<file path="config.mk">
export PLATFORM = sky130hd
export DESIGN_NAME = keypad_entry_ctrl
export DESIGN_NICKNAME = d
export VERILOG_FILES = /design/src/rtl/keypad_pkg.sv /design/src/rtl/keypad_debounce.sv /design/src/rtl/keypad_entry_ctrl.sv
export SDC_FILE = /design/constraint.sdc
export NUM_CORES = 1
export LEC_CHECK = 0
export CORE_ASPECT_RATIO = 1.1
export CORE_MARGIN = 4
export CORE_UTILIZATION = 25
export DETAILED_ROUTE_END_ITERATION = 8
export GPL_TIMING_DRIVEN = 0
export PLACE_DENSITY = 0.4
export SYNTH_ARGS = -nofsm -noshare
export SYNTH_HDL_FRONTEND = slang
export SYNTH_SLANG_ARGS = --single-unit
</file>
<file path="constraint.sdc">
create_clock -name clk -period 2.8 [get_ports clk]
set_input_delay 0.42 -clock clk [delete_from_list [all_inputs] [get_ports clk]]
set_output_delay 0.42 -clock clk [all_outputs]
set_load 0.02 [all_outputs]
</file>
<file path="src/rtl/keypad_pkg.sv">
// Shared definitions for the keypad entry controller: key value constants,
// debounce and entry state encodings, and default timing parameters.
package keypad_pkg;

   localparam logic [3:0] KEY_ENTER = 4'hF;
   localparam logic [3:0] KEY_BKSP  = 4'hE;
   localparam logic [3:0] KEY_CLR   = 4'hC;
   localparam logic [3:0] KEY_FA    = 4'hA;
   localparam logic [3:0] KEY_FB    = 4'hB;
   localparam logic [3:0] KEY_FD    = 4'hD;

   // ~8 ms at 25.175 MHz (two scan periods) and ~5 s of inactivity
   localparam int unsigned DEF_DEBOUNCE_CYC = 201400;
   localparam int unsigned DEF_TIMEOUT_CYC  = 125875000;

   typedef enum logic [1:0] {
      DB_WAIT_PRESS,
      DB_PRESS,
      DB_HELD,
      DB_REL
   } db_state_e;

   typedef enum logic [1:0] {
      ENT_EMPTY,
      ENT_EDIT,
      ENT_DONE
   } entry_state_e;

   function automatic logic is_digit(input logic [3:0] val);
      return (val <= 4'd9);
   endfunction

endpackage

</file>
<file path="src/rtl/keypad_debounce.sv">
// Debounces the raw scanner code into single key events. One event per
// press; other keys are ignored while held (no rollover, no auto-repeat).
// key_evt is a one-cycle strobe raised DEBOUNCE_CYC cycles after a code
// first appears and stays stable.
module keypad_debounce
   import keypad_pkg::*;
#(
   parameter int unsigned DEBOUNCE_CYC = DEF_DEBOUNCE_CYC
) (
   input  logic       clk,
   input  logic       rst,
   input  logic [4:0] key_in,
   output logic       key_evt,
   output logic [3:0] key_val
);

   localparam int unsigned CW = (DEBOUNCE_CYC > 1) ? $clog2(DEBOUNCE_CYC) : 1;

   db_state_e       state, state_nxt;
   logic [4:0]      cand, cand_nxt;
   logic [CW-1:0]   cnt, cnt_nxt;
   logic            at_end;

   assign at_end  = (cnt == CW'(DEBOUNCE_CYC - 1));
   assign key_val = cand[3:0];

   // State, candidate code and stability counter registers
   always_ff @(posedge clk or posedge rst) begin
      if (rst) begin
         state <= DB_WAIT_PRESS;
         cand  <= '0;
         cnt   <= '0;
      end else begin
         state <= state_nxt;
         cand  <= cand_nxt;
         cnt   <= cnt_nxt;
      end
   end

   // Next-state, counter control and event strobe
   always_comb begin
      state_nxt = state;
      cand_nxt  = cand;
      cnt_nxt   = cnt;
      key_evt   = 1'b0;
      unique case (state)
         DB_WAIT_PRESS: begin
            if (key_in[4]) begin
               cand_nxt  = key_in;
               cnt_nxt   = '0;
               state_nxt = DB_PRESS;
            end
         end
         DB_PRESS: begin
            if (!key_in[4]) begin
               cnt_nxt   = '0;
               state_nxt = DB_WAIT_PRESS;
            end else if (key_in != cand) begin
               cand_nxt = key_in;
               cnt_nxt  = '0;
            end else if (at_end) begin
               key_evt   = 1'b1;
               cnt_nxt   = '0;
               state_nxt = DB_HELD;
            end else begin
               cnt_nxt = cnt + CW'(1);
            end
         end
         DB_HELD: begin
            if (!key_in[4]) begin
               cnt_nxt   = '0;
               state_nxt = DB_REL;
            end
         end
         DB_REL: begin
            if (key_in[4]) begin
               state_nxt = DB_HELD;
            end else if (at_end) begin
               cnt_nxt   = '0;
               state_nxt = DB_WAIT_PRESS;
            end else begin
               cnt_nxt = cnt + CW'(1);
            end
         end
         default: state_nxt = DB_WAIT_PRESS;
      endcase
   end

endmodule

</file>
<file path="src/rtl/keypad_entry_ctrl.sv">
// Keypad entry controller: debounced key events are assembled into a
// multi-digit BCD entry with enter / backspace / clear editing, and function
// keys A, B, D are forwarded to the application.
// Optional feature macro: KEYPAD_TIMEOUT_EN (auto-clear of an idle EDIT entry).
module keypad_entry_ctrl
   import keypad_pkg::*;
#(
   parameter int unsigned NUM_DIGITS   = 4,
   parameter int unsigned DEBOUNCE_CYC = DEF_DEBOUNCE_CYC,
   parameter int unsigned TIMEOUT_CYC  = DEF_TIMEOUT_CYC
) (
   input  logic                    clk,
   input  logic                    rst,
   input  logic [4:0]              key_in,
   output logic [4*NUM_DIGITS-1:0] entry_bcd,
   output logic [3:0]              digit_cnt,
   output logic                    entry_done,
   output logic                    func_valid,
   output logic [3:0]              func_key,
   output logic                    overflow,
   output logic                    busy
);

   localparam int unsigned W = 4 * NUM_DIGITS;

   if (NUM_DIGITS < 1 || NUM_DIGITS > 8 || DEBOUNCE_CYC < 1 || TIMEOUT_CYC < 1) begin : g_param_check
      $error("keypad_entry_ctrl: parameter out of range");
   end

   entry_state_e  state, state_nxt;
   logic [W-1:0]  entry_q, entry_nxt;
   logic [3:0]    cnt_q, cnt_nxt;
   logic [3:0]    func_key_q, func_key_nxt;
   logic          done_nxt, func_valid_nxt, overflow_nxt;
   logic          key_evt;
   logic [3:0]    key_val;
   logic          timeout_hit;

   keypad_debounce #(
      .DEBOUNCE_CYC (DEBOUNCE_CYC)
   ) u_deb (
      .clk     (clk),
      .rst     (rst),
      .key_in  (key_in),
      .key_evt (key_evt),
      .key_val (key_val)
   );

`ifdef KEYPAD_TIMEOUT_EN
   localparam int unsigned TCW = (TIMEOUT_CYC > 1) ? $clog2(TIMEOUT_CYC) : 1;
   logic [TCW-1:0] tcnt;

   assign timeout_hit = (state == ENT_EDIT) && !key_evt && (tcnt == TCW'(TIMEOUT_CYC - 1));

   // Inactivity counter: restarts on any key event, runs only while editing
   always_ff @(posedge clk or posedge rst) begin
      if (rst) begin
         tcnt <= '0;
      end else if (key_evt || state != ENT_EDIT || timeout_hit) begin
         tcnt <= '0;
      end else begin
         tcnt <= tcnt + TCW'(1);
      end
   end
`else
   assign timeout_hit = 1'b0;
`endif

   // Entry state, buffer and registered output pulses
   always_ff @(posedge clk or posedge rst) begin
      if (rst) begin
         state      <= ENT_EMPTY;
         entry_q    <= '0;
         cnt_q      <= '0;
         func_key_q <= '0;
         entry_done <= 1'b0;
         func_valid <= 1'b0;
         overflow   <= 1'b0;
      end else begin
         state      <= state_nxt;
         entry_q    <= entry_nxt;
         cnt_q      <= cnt_nxt;
         func_key_q <= func_key_nxt;
         entry_done <= done_nxt;
         func_valid <= func_valid_nxt;
         overflow   <= overflow_nxt;
      end
   end

   // Key event decode: digit insertion, editing keys and function keys
   always_comb begin
      state_nxt      = state;
      entry_nxt      = entry_q;
      cnt_nxt        = cnt_q;
      func_key_nxt   = func_key_q;
      done_nxt       = 1'b0;
      func_valid_nxt = 1'b0;
      overflow_nxt   = 1'b0;
      if (key_evt) begin
         if (is_digit(key_val)) begin
            if (state != ENT_EDIT) begin
               entry_nxt = W'(key_val);
               cnt_nxt   = 4'd1;
               state_nxt = ENT_EDIT;
            end else if (cnt_q < 4'(NUM_DIGITS)) begin
               entry_nxt = (entry_q << 4) | W'(key_val);
               cnt_nxt   = cnt_q + 4'd1;
            end else begin
               overflow_nxt = 1'b1;
            end
         end else begin
            unique case (key_val)
               KEY_ENTER: begin
                  if (state == ENT_EDIT) begin
                     done_nxt  = 1'b1;
                     state_nxt = ENT_DONE;
                  end
               end
               KEY_BKSP: begin
                  if (state == ENT_EDIT) begin
                     entry_nxt = entry_q >> 4;
                     cnt_nxt   = cnt_q - 4'd1;
                     if (cnt_q == 4'd1) begin
                        state_nxt = ENT_EMPTY;
                     end
                  end
               end
               KEY_CLR: begin
                  entry_nxt = '0;
                  cnt_nxt   = '0;
                  state_nxt = ENT_EMPTY;
               end
               default: begin
                  // remaining non-digit codes are A, B and D
                  func_key_nxt   = key_val;
                  func_valid_nxt = 1'b1;
               end
            endcase
         end
      end else if (timeout_hit) begin
         entry_nxt = '0;
         cnt_nxt   = '0;
         state_nxt = ENT_EMPTY;
      end
   end

   assign entry_bcd = entry_q;
   assign digit_cnt = cnt_q;
   assign func_key  = func_key_q;
   assign busy      = (state == ENT_EDIT);

endmodule
</file>
==> flow_summary.toml <==
[timing]
tightest_slew_ps = 887
worst_hold_slack_ps = 454
setup_violations = 0
skew_ps = 7.89
drv_slew = 0
fin_crit_ps = 2540
slew_headroom_pct = 40.5
finalHoldViolations = 0
rsz0062_at_grt = "false"
post-route-period-util_pct = 90.8
fmax_mhz = 393

[clocking]
cts_root_buffer = "clkbuf_16"
cts_hold_buf = 0
cts.clk_slew.worst_paths_ps = 70
htreeDepth = 2
clock_latency_ps = 290
cts_resized = 0
cts_sinks = 54
cts_buffers = 5
cts_setup_buffers = 0
cts_tree = "yes"
clk_path_buf_depth = 2

[worst_setup_path]
path_class = "reg2reg"
required_ps = 2970
start_kind = "flop"
r2r_setup_slack_ps = 260
cp_max_fo = 10
cp.arrival_ps = 2720
end_kind = "flop"

[job]
drv_cap = 0

[die]
die_h_um = 122
dieArea_mm2 = 0.0137
core_area_mm2 = 0.0115
start_util_pct = 25.8
rows = 41
die_w_um = 112
io_pins = 35

[global_route]
antenna_found_initial = 0
grt_pass1_wl_um = 12900
grt_usage_pct = 11.8
grt_pass1_vias = 2255
grt_overflow = 0
grt_max_degree = 37

[logic_synthesis]
synth_cell_type_count = 52
synthFlopType = "dfrtp_1"
synth_area_leaders = "dfrtp_1 45%, mux2_4 5.5%, nand2_1 4.4%"
synth_warnings = 0
synth_most_common_cell = "dfrtp_1"
synth-edff-count = 0
synth_top_family_by_area = "simple AND/OR/NAND/NOR gates"
yosys.area.top_type = "dfrtp_1"
async_reset_ff_share_pct = 100
synth_area_mm2 = 0.00298
post_synth_and_or_nand_nor_area_fraction_pct = 18.9
synthAdderAreaFrac_pct = 2.10
synth_mux_area_share_pct = 10.8
synthXorXnorAreaFrac_pct = 3.53
synth_top_area_share_pct = 45.4
synth-compound-area-share_pct = 14.1
synth_nets = 311
syn_inst = 299
ys_ff_latch = 54
synth_seq_area_share_pct = 45.4
synth_area_per_cell_um2 = 9.96
synthTopCellsByCount = "54 x dfrtp_1, 35 x nand2_1, 15 x inv_1, 14 x a21oi_1, 12 x clkbuf_1"

[outcome]
outcome = "complete, no violations"

[power_and_ir_drop]
finalPower_mw = 1.64
power.leakage_nw = 1.62
peakVddDrop_mv = 0.222
p_per_area_mw_per_mm2 = 446

[routing]
wl_per_cell_um = 15.5
dr.pass1.iters = 4
wl_um = 7620
drtIter0Drc = 109
drc = 0
ant_nets = 0
vias = 2294
viasPerCell = 4.67

[placement]
dp_hpwl_um = 5510
placed_cell_area_mm2 = 0.00352
port-buffer-count = 33
gp_congestion = 0.795

[cells_and_area]
design_area_mm2 = 0.00368
drive_gt1_share_pct = 12.0
final_nets = 352
syn_to_final_growth_pct = 23.6
diodes = 0

[min_path]
hp-class = "in2async"
[per-stage QoR]
step	cells	TNS (ps)	utilization, %	setup slack, ps
final	491	0	31.9	258
after global routing	491	0	31.9	31.3
after CTS	491	0	31.9	128
after detailed placement	483	0	30.5	155
after global placement	482	-12290	30.3	-231
after floorplan	299	0	-	659
[metal layers]
metal  wire, µm  track usage (%)
met2       3620             18.8
met1       3720             16.4
met3        183             2.02
met5          0                0
met4         99             3.68
[state kept, by name, summed over array words and instances, names as in the netlist, named ones only]
signal       cells
entry_done       1
u_deb.cnt       18
func_valid       1
u_deb.cand       5
u_deb.state      1
entry_bcd       16
overflow         1
func_key         4
digit_cnt        4
state            2
[power by group]
group	total [mW]	switching (mW)	internal, mW
registers	0.790	0.00416	0.786
clock network	0.710	0.291	0.420
logic	0.141	0.0954	0.0461
[cell type report]
cell class / count / area, µm²
Fill cell: 1207 / 7860
Multi-Input combinational cell: 210 / 1470
Sequential cell: 54 / 1350
Timing Repair Buffer: 34 / 350
Tap cell: 150 / 188
Clock buffer: 5 / 125
Buffer: 20 / 100
Inverter: 15 / 56.3
Clock inverter: 3 / 40.0
[cells in the final DEF, fill, tap and decap left out, types with 8 or more instances in the layout]
master	n
dfrtp_1	54
nand2_1	35
clkdlybuf4s50_1	33
a21oi_1	14
inv_1	14
clkbuf_1	11
nand4_1	11
mux2_4	11
nand3_1	10
nor2_1	9
o21ai_0	9
mux2i_1	9
nor3_1	8
xor2_1	8
a22o_1	8
[path summary, 6_finish.rpt]
kind	from	end	cells past startpoint
worst max-delay path	u_deb.cand[1]	entry_bcd[1]	8
worst min-delay path	rst	entry_bcd[13]	2
worst max register to register	u_deb.cand[1]	entry_bcd[1]	8
worst min register to register	func_key[3]	func_key[3]	1
max in group asynchronous	rst	u_deb.cnt[15]	3
min in group clk	func_key[3]	func_key[3]	1
[cells by family after synthesis]
family                   after synthesis
AO/OA/AOI/OAI                         61
XOR/XNOR                              12
adder cells (fa/ha/maj)                5
buffers and inverters                 35
flip-flops                            54
multiplexers                          26
AND/OR/NAND/NOR                      106
[worst max-delay path, cell delays in order (launching register included)]
cell      delay, ps
dfrtp_1         360
clkbuf_1        200
o21ai_1         330
and2_1          170
clkbuf_1        400
o21ai_0         280
nand3_2         160
buf_6           200
mux2_4          320
Power figures use the tool's default switching activity.
